===== src/rtl/mux4a1_arbiter.sv =====
// Round-robin arbiter driving the select lines of a 4:1 single-bit mux.
// One owner at a time; a hold limit forces rotation while others are waiting.
module mux4a1_arbiter #(
  parameter int MAX_HOLD = 4
) (
  input  logic       clk,
  input  logic       rst,
  input  logic [3:0] req,
  output logic [3:0] gnt,
  output logic       S0,
  output logic       S1,
  output logic       busy
);

  typedef enum logic {IDLE, GRANT} state_t;

  localparam logic [3:0] HOLD_LAST = 4'(MAX_HOLD - 1);

  state_t     state_reg, state_next;
  logic [1:0] own_reg, own_next;
  logic [1:0] ptr_reg, ptr_next;
  logic [3:0] hcnt_reg, hcnt_next;
  logic [3:0] gnt_reg, gnt_next;
  logic [1:0] sel_reg, sel_next;

  logic [3:0] cand;
  logic [3:0] rot;
  logic       found;
  logic [1:0] pick;

  // While granted the owner is excluded, so a hit means someone else is waiting.
  assign cand = (state_reg == GRANT) ? (req & ~(4'b0001 << own_reg)) : req;

  // rot[k] is the candidate at search position k, starting from ptr+1.
  genvar gi;
  generate
    for (gi = 0; gi < 4; gi++) begin : g_rot
      assign rot[gi] = cand[ptr_reg + 2'(gi + 1)];
    end
  endgenerate

  assign found = |rot;

  always_comb begin
    pick = ptr_reg;
    for (int j = 3; j >= 0; j--) begin
      if (rot[j]) pick = ptr_reg + 2'(j + 1);
    end
  end

  always_comb begin
    state_next = state_reg;
    own_next   = own_reg;
    ptr_next   = ptr_reg;
    hcnt_next  = hcnt_reg;
    case (state_reg)
      IDLE: begin
        if (found) begin
          state_next = GRANT;
          own_next   = pick;
          ptr_next   = pick;
          hcnt_next  = 4'd0;
        end
      end
      GRANT: begin
        if (!req[own_reg]) begin
          if (found) begin
            own_next  = pick;
            ptr_next  = pick;
            hcnt_next = 4'd0;
          end else begin
            state_next = IDLE;
          end
        end else if (hcnt_reg == HOLD_LAST && found) begin
          own_next  = pick;
          ptr_next  = pick;
          hcnt_next = 4'd0;
        end else if (hcnt_reg != HOLD_LAST) begin
          hcnt_next = hcnt_reg + 4'd1;
        end
      end
      default: state_next = IDLE;
    endcase
  end

  // Select keeps its last value when idle so the mux output does not glitch.
  always_comb begin
    gnt_next = 4'b0000;
    sel_next = sel_reg;
    if (state_next == GRANT) begin
      gnt_next = 4'b0001 << own_next;
      sel_next = own_next;
    end
  end

  always_ff @(posedge clk or posedge rst) begin
    if (rst) begin
      state_reg <= IDLE;
      own_reg   <= 2'd0;
      ptr_reg   <= 2'd3;
      hcnt_reg  <= 4'd0;
      gnt_reg   <= 4'b0000;
      sel_reg   <= 2'd0;
    end else begin
      state_reg <= state_next;
      own_reg   <= own_next;
      ptr_reg   <= ptr_next;
      hcnt_reg  <= hcnt_next;
      gnt_reg   <= gnt_next;
      sel_reg   <= sel_next;
    end
  end

  assign gnt  = gnt_reg;
  assign S0   = sel_reg[0];
  assign S1   = sel_reg[1];
  assign busy = |gnt_reg;

endmodule


===== config.mk =====
export PLATFORM = sky130hd
export DESIGN_NAME = mux4a1_arbiter
export DESIGN_NICKNAME = d
export VERILOG_FILES = /design/src/rtl/mux4a1_arbiter.sv
export SDC_FILE = /design/constraint.sdc
export NUM_CORES = 1
export LEC_CHECK = 0
export CAP_MARGIN = 20
export CORE_UTILIZATION = 55
export CTS_BUF_LIST = sky130_fd_sc_hd__clkbuf_2
export DETAILED_ROUTE_END_ITERATION = 12
export PLACE_DENSITY = 0.88
export SYNTH_ARGS = -nofsm -noshare
export SYNTH_HDL_FRONTEND = slang
export SYNTH_SLANG_ARGS = --single-unit

===== constraint.sdc =====
create_clock -name clk -period 5.2 [get_ports clk]
set_clock_uncertainty 0.15 [all_clocks]
set_input_delay 1.04 -clock clk [delete_from_list [all_inputs] [get_ports clk]]
set_output_delay 1.04 -clock clk [all_outputs]
set_load 0.02 [all_outputs]

==> results.md <==
Clock tree:
- The number of buffers created by CTS is 3.
- The CTS tree is yes.
- The post-CTS setup repair buffer count is 0.
- The level count of the clock H-tree is 1.
- Once the clock tree was built, the resizer swapped 0 gates to a different size.
- CTS saw 15 sinks.
- The maximum number of buffers from clock root to sink is 2.
- The clock transition at the registers of the reported paths is 0.14 ns.
- The cts-stage hold buffer count is 0.
- For the worst-skew pair, the clock arrives at the later sink with an insertion delay of 0.29 ns.
- The cell sitting at the root of the clock tree is a clkbuf_2.

Setup path:
- The worst path arrival time is 1.74 ns.
- The required time of the worst setup path is around 4.0 ns.
- The kind of capture point of the worst setup path is an output pin.
- On the critical path the largest part of the delay comes from buffers and inverters.
- STA classifies the critical path startpoint as a flip-flop.
- In this run the worst path has a maximum fanout of 2.
- The delay of the slowest cell on the worst path is around 0.55 ns.
- The critical setup path kind is flip-flop to output pin.
- The largest individual stage delay along the critical path comes from the cell clkdlybuf4s50_1.
- Together, buffers and inverters on the worst path number 1.
- Walking the worst path, the cells encountered are or4_1 > clkdlybuf4s50_1.

Timing:
- Setup violations remaining at the end of the flow were counted as 0.
- Adding up every negative setup slack in the final design gives 0 ns.
- The slew at the pin closest to its max-slew limit is 0.550 ns.
- The final period utilization is a little under three fifths.
- The final number of hold-violating endpoints is 0.
- The number of max-slew violations in the final report is 0.
- The worst pin sits at a relative slew slack of between 60 and 70%.
- Derived from the worst setup path, the maximum achievable clock frequency is ~0.34 GHz.
- Setup repair after global routing left no endpoint under its margin.
- The worst path needs ~3 ns of the cycle, external delays included.

Floorplan:
- The initial core utilization is 58.9%.
- The die boundary height is approximately 45 um.
- The total number of placement rows is 15.
- The placeable core area is ~1700 um2.
- The die is 45.2 um wide.
- The top-level I/O count is 13.
- The die area is 2050 um2.

Detailed routing:
- The total length of routed met3 wires is roughly 110 um.
- The number of remaining DRC errors is 0.
- The average vias per placed instance is 6.15.
- The detailed-routing wirelength on met1 is ~940 um.
- In this run the remaining antenna-violating nets after routing total 0.
- The final route contains between 800 and 900 vias.
- The number of DRC markers after the initial detailed-route iteration is 30.
- Summed over all layers, the routed wires come to around 2200 um.
- The highest routing layer actually used is met4.
- The first TritonRoute pass finished after 4 iterations.
- The met2 layer wire length in the routed design is 1080 um.
- The routed length per placed instance is between 15 and 20 um.

Synthesis:
- The number of nets in the synthesized netlist is between 100 and 150.
- The share of the Yosys chip area taken by registers is between 30% and 40%.
- Among all flip-flop cells after synthesis, the most frequent one is dfrtp_1.
- During synthesis, Yosys emitted a total of 0 warnings.
- The number of synthesized flops with an enable pin is 0.
- After synthesis, the share of flip-flops with an asynchronous set or reset is 100%.
- After synthesis, the netlist uses 47 different library cells.
- The register bit count reported by yosys is 15.
- The cell area after technology mapping is just over 1000 um2.
- Counting every instance in the synthesized netlist gives roughly 110.
- Dividing the synthesized area by the synthesized cell count gives about 9.8 um2.

Final layout:
- The cell area after layout is approximately 1200 um2.
- The area growth from synthesis to layout is 13.4%.
- The post-route core utilization is 66.8%.
- The final net count is 126.
- Cells with a size suffix above 1 make up 18.6% of the layout.
- The post-route non-filler standard cell count is 143.
- The number of inserted filler cells in the final layout is 150.
- The count of inserted antenna diode cells is 0.

Worst hold path:
- In this run the worst hold path is classified as flip-flop to flip-flop.

Power and ir drop:
- The leakage power of the design is between 0.4 and 0.5 nW.
- The combinational share of power is 63.0%.
- The clock network is responsible for under 10% of the overall power.
- The net load switching power is 0.362 mW.
- VDD sags by at most ~0.33 mV.
- The internal power summed over all cells is ~0.4 mW.
- The total power consumption of the routed design is around 0.76 mW.
- The switching portion of total power is a little under half.
- For this design the ratio of total power to cell area is 654 nW/um2.
- Sequential cells account for between 30% and 40% of the total power.

Global route:
- Across every metal layer, demand over resource in global routing totals about a quarter.
- The number of antenna violations at the first check in global routing is 0.
- The first global-routing pass estimated about 3400 um of wire.
- The total overflow left after global routing is 0.
- The via count of the first global-routing pass was roughly 800.
- The pin count of the biggest net entering global routing is 16.

Placement:
- In this run the tool buffered the top-level ports with 12 buffer cells.
- The HPWL after detailed placement is ~1700 um.
- Routability-driven placement finished with a final weighted congestion of 0.804.
- The number of cells after detailed placement is 139.
- The post-placement cell area is about 1100 um2.

Job:
- The number of maximum-capacitance violations is 0.

Status:
- The flow ran to the end, and the final reports show no timing, DRC or antenna violations.
==> worst paths after layout <==
kind,start,endpoint,slack (ns),depth (start not counted)
max in group asynchronous,rst,ptr_reg[1]$_DFFE_PP1P_,3.60,2
worst min register to register,sel_reg[1]$_DFFE_PP0P_,sel_reg[1]$_DFFE_PP0P_,0.36,2
min in group asynchronous,rst,sel_reg[0]$_DFFE_PP0P_,0.93,2
worst min-delay path,sel_reg[1]$_DFFE_PP0P_,sel_reg[1]$_DFFE_PP0P_,0.36,2
worst max register to register,own_reg[0]$_DFF_PP0_,ptr_reg[1]$_DFFE_PP1P_,2.99,5
worst max-delay path,gnt[1]$_DFF_PP0_,busy,2.27,2
==> worst min-delay path, cell delays in order, from the launching register on <==
cell     delay (ns)
dfrtp_1        0.37
nand2_1        0.05
o21ai_1        0.06
==> through the flow <==
stage	setup slack (ns)	hold slack, ns
6_report	2.27	0.358
5_1_grt	2.21	0.400
4_1_cts	2.26	0.366
3_5_place_dp	2.01	0.335
3_3_place_gp	2.05	0.319
2_1_floorplan	2.74	0.329
==> cells in the final DEF (no fill, tap or decap), types with 2 or more instances in the layout <==
master            n
inv_1             9
a211oi_2          2
o22ai_1           2
dfstp_2           2
clkdlybuf4s50_1  12
o21ai_0           3
nand2b_1          5
dfrtp_1          13
nor2_1            7
nand3_1           4
nor3_1            3
mux2i_1           3
a311o_1           2
a21oi_1           6
nand2_1           9
clkbuf_2          3
==> kinds of logic after synthesis <==
group | synth area share, %
simple gates | 23.5
fa+ha+maj | 1.22
compound gates | 27.6
flops | 36.7
buf+inv | 6.57
mux | 4.38
==> area by class of cell <==
class | count | area (um2) | area share, %
Timing Repair Buffer | 12 | 120 | 10.3
Sequential cell | 15 | 378 | 32.4
Inverter | 9 | 33.8 | 2.90
Clock inverter | 1 | 5.00 | 0.429
Tap cell | 25 | 31.3 | 2.68
Multi-Input combinational cell | 78 | 583 | 50.0
Clock buffer | 3 | 15.0 | 1.29
==> cells in the mapped netlist, types with 3 or more instances <==
cell	count	area (um2)
nand3_1	4	20.0
a21oi_1	6	30.0
nor2_1	7	26.3
nand2_1	9	33.8
o21ai_0	3	15.0
mux2i_1	3	30.0
inv_1	9	33.8
nor3_1	3	15.0
buf_6	3	33.8
dfrtp_1	13	325
nand2b_1	5	31.3
==> routing by layer <==
metal / up-vias / track usage [%]
met5: - / 0
met4: 0 / 8.48
met3: 4 / 7.60
met2: 34 / 39.1
met1: 418 / 27.9
li1: 423 / -
==> power groups by stage <==
stage                     Sequential [mW]  Combinational, mW  Clock (mW)
after floorplan                     0.225              0.379           0
after global placement              0.225              0.459           0
after detailed placement            0.229              0.476           0
after CTS                           0.226              0.478      0.0554
after global routing                0.233              0.517      0.0605
final                               0.228              0.480      0.0537
Note: power is estimated with default switching activity, not from simulation.
